$ cat src/rtl/coreaxi4sram_wrctrl_if.sv
// AW/W/B handshake and SRAM write-port signals between the slave interface stage,
// the write-channel controller and the SRAM.
interface coreaxi4sram_wrctrl_if #(
  parameter int AXI4_DWIDTH  = 64,
  parameter int AXI4_AWIDTH  = 32,
  parameter int AXI4_IDWIDTH = 4,
  parameter int MEM_AWIDTH   = 9
);
  logic                      AWVALID_slvif;
  logic [AXI4_IDWIDTH-1:0]   AWID_slvif;
  logic [AXI4_AWIDTH-1:0]    AWADDR_slvif;
  logic [7:0]                AWLEN_slvif;
  logic [2:0]                AWSIZE_slvif;
  logic [1:0]                AWBURST_slvif;
  logic [AXI4_DWIDTH-1:0]    WDATA_slvif;
  logic [AXI4_DWIDTH/8-1:0]  WSTRB_slvif;
  logic                      WLAST_slvif;
  logic                      WVALID_slvif;
  logic                      BREADY_S;

  logic                      waddrchset_mc;
  logic                      awready_mc;
  logic                      wready_mc;
  logic                      bvalid_mc;
  logic [AXI4_IDWIDTH-1:0]   bid_mc;
  logic [1:0]                bresp_mc;

  logic                      mem_wen;
  logic [MEM_AWIDTH-1:0]     mem_waddr;
  logic [AXI4_DWIDTH-1:0]    mem_wdata;
  logic [AXI4_DWIDTH/8-1:0]  mem_wbe;

  modport slave (
    input  AWVALID_slvif, AWID_slvif, AWADDR_slvif, AWLEN_slvif, AWSIZE_slvif,
           AWBURST_slvif, WDATA_slvif, WSTRB_slvif, WLAST_slvif, WVALID_slvif, BREADY_S,
    output waddrchset_mc, awready_mc, wready_mc, bvalid_mc, bid_mc, bresp_mc,
           mem_wen, mem_waddr, mem_wdata, mem_wbe
  );

  modport master (
    output AWVALID_slvif, AWID_slvif, AWADDR_slvif, AWLEN_slvif, AWSIZE_slvif,
           AWBURST_slvif, WDATA_slvif, WSTRB_slvif, WLAST_slvif, WVALID_slvif, BREADY_S,
    input  waddrchset_mc, awready_mc, wready_mc, bvalid_mc, bid_mc, bresp_mc,
           mem_wen, mem_waddr, mem_wdata, mem_wbe
  );
endinterface

$ cat src/rtl/coreaxi4sram_wrctrl.sv
// Write-channel controller for the AXI4 SRAM slave: runs one FIXED/INCR/WRAP burst
// at a time, issuing per-beat SRAM word writes and the B response.
module coreaxi4sram_wrctrl #(
  parameter int AXI4_DWIDTH  = 64,
  parameter int AXI4_AWIDTH  = 32,
  parameter int AXI4_IDWIDTH = 4,
  parameter int MEM_DEPTH    = 512,
  parameter int MEM_AWIDTH   = 9
) (
  input logic                  ACLK,
  input logic                  ARESETN,
  coreaxi4sram_wrctrl_if.slave bus
);
  localparam int               BS        = $clog2(AXI4_DWIDTH / 8);
  localparam logic [63:0]      MEM_BYTES = 64'(MEM_DEPTH) * 64'(AXI4_DWIDTH / 8);
  localparam logic [AXI4_AWIDTH-1:0] ONE = AXI4_AWIDTH'(1);

  typedef enum logic [1:0] {IDLE, ADDR, DATA, RESP} state_t;

  state_t                  state;
  logic                    awready_q, wready_q, bvalid_q, waddrchset_q, entry_q, err_q;
  logic [AXI4_IDWIDTH-1:0] id_q, bid_q;
  logic [1:0]              bresp_q, burst_q;
  logic [AXI4_AWIDTH-1:0]  addr_q;
  logic [7:0]              len_q, cnt_q;
  logic [2:0]              size_q;

  logic [AXI4_AWIDTH-1:0]  cur_addr, next_addr, blen, wlen, a_al;
  logic [7:0]              cur_len, cur_cnt;
  logic [2:0]              cur_size;
  logic [1:0]              cur_burst;
  logic [AXI4_IDWIDTH-1:0] cur_id;
  logic                    beat, last, in_range, cfg_err, beat_err, err_acc;

  // The working registers load during the first DATA cycle, so that cycle reads the
  // upstream AW fields directly; this is what allows beat 0 to land in it.
  always_comb begin
    // NOTE: every signal assigned here gets a value on every path, so no latch is inferred.
    cur_addr  = entry_q ? bus.AWADDR_slvif  : addr_q;
    cur_len   = entry_q ? bus.AWLEN_slvif   : len_q;
    cur_size  = entry_q ? bus.AWSIZE_slvif  : size_q;
    cur_burst = entry_q ? bus.AWBURST_slvif : burst_q;
    cur_id    = entry_q ? bus.AWID_slvif    : id_q;
    cur_cnt   = entry_q ? 8'd0              : cnt_q;

    blen = ONE << cur_size;
    a_al = cur_addr & ~(blen - ONE);
    wlen = (AXI4_AWIDTH'(cur_len) + ONE) * blen;
    case (cur_burst)
      2'b00:   next_addr = cur_addr;
      2'b10:   next_addr = (a_al & ~(wlen - ONE)) | ((a_al + blen) & (wlen - ONE));
      default: next_addr = a_al + blen;
    endcase

    beat     = wready_q & bus.WVALID_slvif;
    last     = (cur_cnt == cur_len);
    in_range = 64'(cur_addr) < MEM_BYTES;
    cfg_err  = (cur_burst == 2'b11)
             | ((cur_burst == 2'b10) & !(cur_len inside {8'd1, 8'd3, 8'd7, 8'd15}))
             | (cur_size > 3'(BS));
    beat_err = beat & ((bus.WLAST_slvif != last) | !in_range);
    err_acc  = (entry_q ? 1'b0 : err_q) | cfg_err | beat_err;
  end

  always_ff @(posedge ACLK or negedge ARESETN) begin
    if (!ARESETN) begin
      state        <= IDLE;
      awready_q    <= 1'b0;
      wready_q     <= 1'b0;
      bvalid_q     <= 1'b0;
      waddrchset_q <= 1'b0;
      entry_q      <= 1'b0;
      err_q        <= 1'b0;
      id_q         <= '0;
      bid_q        <= '0;
      bresp_q      <= 2'b00;
      burst_q      <= 2'b00;
      addr_q       <= '0;
      len_q        <= 8'd0;
      cnt_q        <= 8'd0;
      size_q       <= 3'd0;
    end else begin
      // NOTE: state is updated with non-blocking assignments so every register sees
      // the pre-edge values of the others, independent of statement order.
      case (state)
        IDLE: if (bus.AWVALID_slvif) begin
          state        <= ADDR;
          awready_q    <= 1'b1;
          waddrchset_q <= 1'b1;
        end
        ADDR: begin
          state        <= DATA;
          awready_q    <= 1'b0;
          waddrchset_q <= 1'b0;
          wready_q     <= 1'b1;
          entry_q      <= 1'b1;
        end
        DATA: begin
          entry_q <= 1'b0;
          addr_q  <= beat ? next_addr : cur_addr;
          len_q   <= cur_len;
          size_q  <= cur_size;
          burst_q <= cur_burst;
          id_q    <= cur_id;
          cnt_q   <= beat ? cur_cnt + 8'd1 : cur_cnt;
          err_q   <= err_acc;
          if (beat && last) begin
            state    <= RESP;
            wready_q <= 1'b0;
            bvalid_q <= 1'b1;
            bid_q    <= cur_id;
            bresp_q  <= err_acc ? 2'b10 : 2'b00;
          end
        end
        RESP: if (bus.BREADY_S) begin
          state    <= IDLE;
          bvalid_q <= 1'b0;
          bid_q    <= '0;
          bresp_q  <= 2'b00;
        end
        default: state <= IDLE;
      endcase
    end
  end

  assign bus.waddrchset_mc = waddrchset_q;
  assign bus.awready_mc    = awready_q;
  assign bus.wready_mc     = wready_q;
  assign bus.bvalid_mc     = bvalid_q;
  assign bus.bid_mc        = bid_q;
  assign bus.bresp_mc      = bresp_q;

  assign bus.mem_wen   = beat & in_range;
  assign bus.mem_waddr = beat ? cur_addr[MEM_AWIDTH+BS-1:BS] : '0;
  assign bus.mem_wdata = beat ? bus.WDATA_slvif : '0;
  assign bus.mem_wbe   = beat ? bus.WSTRB_slvif : '0;
endmodule

$ cat src/flat_wrapper.sv
// flat-port wrapper written by rule: the top's interface ports become plain ports
module coreaxi4sram_wrctrl_flat 
#(
  parameter int AXI4_DWIDTH  = 64,
  parameter int AXI4_AWIDTH  = 32,
  parameter int AXI4_IDWIDTH = 4,
  parameter int MEM_DEPTH    = 512,
  parameter int MEM_AWIDTH   = 9
)
  (ACLK, ARESETN, bus_AWVALID_slvif, bus_AWID_slvif, bus_AWADDR_slvif, bus_AWLEN_slvif, bus_AWSIZE_slvif, bus_AWBURST_slvif, bus_WDATA_slvif, bus_WSTRB_slvif, bus_WLAST_slvif, bus_WVALID_slvif, bus_BREADY_S, bus_waddrchset_mc, bus_awready_mc, bus_wready_mc, bus_bvalid_mc, bus_bid_mc, bus_bresp_mc, bus_mem_wen, bus_mem_waddr, bus_mem_wdata, bus_mem_wbe);
  coreaxi4sram_wrctrl_if #(.AXI4_DWIDTH(AXI4_DWIDTH), .AXI4_AWIDTH(AXI4_AWIDTH), .AXI4_IDWIDTH(AXI4_IDWIDTH), .MEM_AWIDTH(MEM_AWIDTH)) bus_i ();
  input logic ACLK;
  input logic ARESETN;
  input wire logic [$bits(bus_i.AWVALID_slvif)-1:0] bus_AWVALID_slvif;
  input wire logic [$bits(bus_i.AWID_slvif)-1:0] bus_AWID_slvif;
  input wire logic [$bits(bus_i.AWADDR_slvif)-1:0] bus_AWADDR_slvif;
  input wire logic [$bits(bus_i.AWLEN_slvif)-1:0] bus_AWLEN_slvif;
  input wire logic [$bits(bus_i.AWSIZE_slvif)-1:0] bus_AWSIZE_slvif;
  input wire logic [$bits(bus_i.AWBURST_slvif)-1:0] bus_AWBURST_slvif;
  input wire logic [$bits(bus_i.WDATA_slvif)-1:0] bus_WDATA_slvif;
  input wire logic [$bits(bus_i.WSTRB_slvif)-1:0] bus_WSTRB_slvif;
  input wire logic [$bits(bus_i.WLAST_slvif)-1:0] bus_WLAST_slvif;
  input wire logic [$bits(bus_i.WVALID_slvif)-1:0] bus_WVALID_slvif;
  input wire logic [$bits(bus_i.BREADY_S)-1:0] bus_BREADY_S;
  output wire logic [$bits(bus_i.waddrchset_mc)-1:0] bus_waddrchset_mc;
  output wire logic [$bits(bus_i.awready_mc)-1:0] bus_awready_mc;
  output wire logic [$bits(bus_i.wready_mc)-1:0] bus_wready_mc;
  output wire logic [$bits(bus_i.bvalid_mc)-1:0] bus_bvalid_mc;
  output wire logic [$bits(bus_i.bid_mc)-1:0] bus_bid_mc;
  output wire logic [$bits(bus_i.bresp_mc)-1:0] bus_bresp_mc;
  output wire logic [$bits(bus_i.mem_wen)-1:0] bus_mem_wen;
  output wire logic [$bits(bus_i.mem_waddr)-1:0] bus_mem_waddr;
  output wire logic [$bits(bus_i.mem_wdata)-1:0] bus_mem_wdata;
  output wire logic [$bits(bus_i.mem_wbe)-1:0] bus_mem_wbe;
  assign bus_i.AWVALID_slvif = bus_AWVALID_slvif;
  assign bus_i.AWID_slvif = bus_AWID_slvif;
  assign bus_i.AWADDR_slvif = bus_AWADDR_slvif;
  assign bus_i.AWLEN_slvif = bus_AWLEN_slvif;
  assign bus_i.AWSIZE_slvif = bus_AWSIZE_slvif;
  assign bus_i.AWBURST_slvif = bus_AWBURST_slvif;
  assign bus_i.WDATA_slvif = bus_WDATA_slvif;
  assign bus_i.WSTRB_slvif = bus_WSTRB_slvif;
  assign bus_i.WLAST_slvif = bus_WLAST_slvif;
  assign bus_i.WVALID_slvif = bus_WVALID_slvif;
  assign bus_i.BREADY_S = bus_BREADY_S;
  assign bus_waddrchset_mc = bus_i.waddrchset_mc;
  assign bus_awready_mc = bus_i.awready_mc;
  assign bus_wready_mc = bus_i.wready_mc;
  assign bus_bvalid_mc = bus_i.bvalid_mc;
  assign bus_bid_mc = bus_i.bid_mc;
  assign bus_bresp_mc = bus_i.bresp_mc;
  assign bus_mem_wen = bus_i.mem_wen;
  assign bus_mem_waddr = bus_i.mem_waddr;
  assign bus_mem_wdata = bus_i.mem_wdata;
  assign bus_mem_wbe = bus_i.mem_wbe;
  coreaxi4sram_wrctrl #(.AXI4_DWIDTH(AXI4_DWIDTH), .AXI4_AWIDTH(AXI4_AWIDTH), .AXI4_IDWIDTH(AXI4_IDWIDTH), .MEM_DEPTH(MEM_DEPTH), .MEM_AWIDTH(MEM_AWIDTH)) u_core (.ACLK(ACLK), .ARESETN(ARESETN), .bus(bus_i));
endmodule
$ cat config.mk
export PLATFORM = sky130hd
export DESIGN_NAME = coreaxi4sram_wrctrl_flat
export DESIGN_NICKNAME = d
export VERILOG_FILES = /design/src/rtl/coreaxi4sram_wrctrl_if.sv /design/src/rtl/coreaxi4sram_wrctrl.sv /design/src/flat_wrapper.sv
export SDC_FILE = /design/constraint.sdc
export NUM_CORES = 1
export LEC_CHECK = 0
export BUFFER_PORTS_ARGS = -buffer_cell sky130_fd_sc_hd__buf_2
export CORE_MARGIN = 4
export CORE_UTILIZATION = 35
export CTS_BUF_LIST = sky130_fd_sc_hd__clkbuf_16
export CTS_CLUSTER_DIAMETER = 150
export DETAILED_ROUTE_END_ITERATION = 8
export GPL_ROUTABILITY_DRIVEN = 0
export GPL_TIMING_DRIVEN = 1
export HOLD_SLACK_MARGIN = 0.15
export PLACE_DENSITY_LB_ADDON = 0.3
export REMOVE_ABC_BUFFERS = 1
export SETUP_SLACK_MARGIN = 0.2
export SYNTH_ARGS = -nofsm -noshare
export SYNTH_HDL_FRONTEND = slang
export SYNTH_SLANG_ARGS = --single-unit
export TNS_END_PERCENT = 50
$ cat constraint.sdc
create_clock -name ACLK -period 21.3 [get_ports ACLK]
set_clock_uncertainty 0.15 [all_clocks]
set_input_delay 3.195 -clock ACLK [delete_from_list [all_inputs] [get_ports ACLK]]
set_output_delay 3.195 -clock ACLK [all_outputs]
set_load 0.02 [all_outputs]
==> qor.yml <==
run_status: "complete, no violations"
cts.sinks: 69
p_int_uw: 877
synthesis.area_mm2: 0.00981
number_of_non_filler_instances_in_the_completed_layout: 1800
final-max-slew-violation-count: 0
crit_path_start: "bus_AWLEN_slvif[0]"
crit_buf_inv: 7
worst_skew_pair.late_latency_ns: 0.35
report.final.hold_viol_count: 0
core_region_area_mm2: 0.0277
synth_largest_type_area_fraction_pct: 17.6
worst_hold_startpoint: "u_core.id_q[1]$_DFFE_PN0P_"
die_w_um: 175
postSynthRegisterBits: 69
clock_power_share_pct: 7.9
final_nets: 1667
cts-buffers-inserted: 9
synth-edff-count: 0
synth.largest_area_cell: "sky130_fd_sc_hd__dfrtp_1"
n_antenna_cell: 0
cts_resized: 0
most_frequent_cp_cell: "sky130_fd_sc_hd__inv_1"
place.port_buffers: 217
switching_share_pct: 55.4
netlist_top_cells_area: "sky130_fd_sc_hd__dfrtp_1 18%, sky130_fd_sc_hd__ha_1 9.7%, sky130_fd_sc_hd__fa_1 9.6%"
fmax_mhz: 95.3
overflow: 0
std_cell_rows: 61
comb_power_share_pct: 79.1
grt_first_pass_wirelength_um: 52800
drt-vias-per-instance: 5.50
static-leakage-power_uw: 0.00570
postRouteAntennaNets: 0
synth_area_per_cell_um2: 7.91
vdd.ir_drop.worst_mv: 0.139
p_switching_uw: 1090
hp-class: "register to register"
synth.yosys.warnings: 0
finalSetupTns_ns: 0
worstPathArrival_ns: 10.56
worst_path_largest_cell_delay_ns: 0.72
routedWlPerCell_um: 18.6
grt_antenna_before_repair: 1
postPlaceCellArea_mm2: 0.0112
finish.instance_area_mm2: 0.0115
cp-end-kind: "register"
place.detailed.instances: 1784
synth.yosys.seq_area_share_pct: 17.6
htree_levels: 3
layout_utilization_pct: 41.5
power_frac_seq_pct: 13.0
grt_setup_unrepaired: "no"
slew_headroom_pct: 34.0
netlist_instances: 1240
r2r-start: "u_core.entry_q$_DFFE_PN0P_"
clk_pin_slew_ns: 0.06
timing.critical_path.required_ns: 21.37
route.final.wire_length_um: 33500
drt_iter0_drc: 887
drive_gt1_share_pct: 21.1
gr_usage_total_pct: 21.1
clock_tree_buf_depth: 2
crit_slowest_cell: "sky130_fd_sc_hd__nor4b_1"
boundaryPins: 219
die-height_um: 175
critical_path_launch_point_type: "input pin"
maxCapViolations: 0
via_count: 9905
grt_pass1_vias: 9593
power-per-cell-area_mw_per_mm2: 171
tritoncts: "built"
path_delay_family: "adder cells"
leading_register_cell_type_out_of_synthesis: "sky130_fd_sc_hd__dfrtp_1"
initial_utilization_pct: 35.4
cts_hold_buf: 0
drt_pre_antenna_iters: 7
async_flop_share_pct: 100
detail_route.drc_violations: 0
cts.root.buffer_cell: "sky130_fd_sc_hd__clkbuf_16"
path_max_fanout: 10
floorplan.die_area_mm2: 0.0308
path_class: "input pin to register"
areaGrowthSynthToFinish_pct: 17.0
tightestPinTransition_ns: 0.990
min_period_over_period_pct: 49.2
synth.lib_cells_used.distinct: 92
min_period_ns: 10.49
grt_start_max_net_pins: 77
hpwl_um: 26200
num-fill-cells: 2821
final_setup_viols: 0
number_of_setup_buffers_added_after_cts: 0
-- worst min-delay path, delay by kind of cell, from the launching register on --
kind | cells | cell delay (ns)
flip-flops | 1 | 0.34
AND/OR/NAND/NOR | 2 | 0.11
-- power groups by stage --
stage               clock, µW  combinational, µW  sequential [µW]
floorplan                   0               1150              248
global placement            0               1520              254
detailed placement          0               1530              256
CTS                       158               1550              254
global route              163               1740              264
finish                    155               1550              256
-- final timing paths --
check | endpoint | slack [ns] | depth (start not counted)
worst max-delay path | u_core.addr_q[29]$_DFFE_PN0P_ | 10.81 | 28
worst min-delay path | u_core.id_q[1]$_DFFE_PN0P_ | 0.33 | 2
worst max register to register | u_core.addr_q[29]$_DFFE_PN0P_ | 12.72 | 27
worst min register to register | u_core.id_q[1]$_DFFE_PN0P_ | 0.33 | 2
max in group asynchronous | u_core.entry_q$_DFFE_PN0P_ | 17.34 | 2
min in group asynchronous | u_core.len_q[3]$_DFFE_PN0P_ | 2.50 | 1
-- routing by layer --
| layer | track usage [%] | wire (µm) | vias to the layer above |
|---|---|---|---|
| met2 | 34.0 | 15600 | 322 |
| li1 | - | - | 4742 |
| met1 | 29.8 | 15300 | 4768 |
| met5 | 0 | 20 | - |
| met3 | 2.78 | 1740 | 71 |
| met4 | 6.01 | 870 | 2 |
-- area by class of cell --
type | instances | area [µm²] | area share (%)
multi-input combinational | 996 | 7380 | 64.2
sequential | 69 | 1730 | 15.1
timing repair buffer | 232 | 1200 | 10.5
tap | 378 | 473 | 4.12
inverter | 109 | 409 | 3.56
clock buffer | 9 | 225 | 1.96
clock inverter | 7 | 68.8 | 0.599
-- layout by cell type, fill, tap and decap left out, types with 14 or more instances in the layout --
cell,count
sky130_fd_sc_hd__and3_1,76
sky130_fd_sc_hd__nand3_1,26
sky130_fd_sc_hd__fa_1,47
sky130_fd_sc_hd__mux2i_1,44
sky130_fd_sc_hd__o21ai_0,47
sky130_fd_sc_hd__ha_1,76
sky130_fd_sc_hd__buf_2,216
sky130_fd_sc_hd__o221ai_1,16
sky130_fd_sc_hd__inv_1,109
sky130_fd_sc_hd__mux2_2,15
sky130_fd_sc_hd__nor3_1,21
sky130_fd_sc_hd__nand2_1,145
sky130_fd_sc_hd__a31oi_1,14
sky130_fd_sc_hd__xor2_1,28
sky130_fd_sc_hd__nor2_1,117
sky130_fd_sc_hd__buf_4,16
sky130_fd_sc_hd__dfrtp_1,68
sky130_fd_sc_hd__nor2b_1,18
sky130_fd_sc_hd__xnor2_1,23
sky130_fd_sc_hd__a21oi_1,55
-- registers in the layout, indices dropped and copies added, names as in the netlist, 2 cells and up --
| signal | cells |
|---|---|
| u_core.cnt_q | 8 |
| u_core.size_q | 3 |
| u_core.burst_q | 2 |
| u_core.len_q | 8 |
| u_core.id_q | 4 |
| u_core.addr_q | 32 |
| u_core.bus.bid_mc | 4 |
| u_core.state | 2 |
-- metrics by stage --
stage	setup WS [ns]	total power, µW	hold slack, ns
finish	10.81	1970	0.329
global route	10.37	2170	0.344
CTS	10.90	1960	0.332
detailed placement	10.56	1790	0.318
global placement	10.81	1770	0.309
floorplan	11.17	1400	0.295
-- cells in the mapped netlist, drive strengths merged (23+ instances only) --
cell type / number
mux2i: 48
ha: 76
xnor2: 23
nand3: 26
and3: 76
nand2: 146
o21ai: 49
xor2: 28
dfrtp: 69
clkbuf: 47
nor2: 119
a21oi: 55
inv: 109
fa: 47
-- kinds of logic after synthesis --
group,synth area share [%]
flip-flops,17.6
multiplexers,6.88
AO/OA/AOI/OAI,17.9
AND/OR/NAND/NOR,26.5
buffers and inverters,7.29
adder cells (fa/ha/maj),19.3
XOR/XNOR,4.55
other,0.0382
Power figures use the tool's default switching activity.
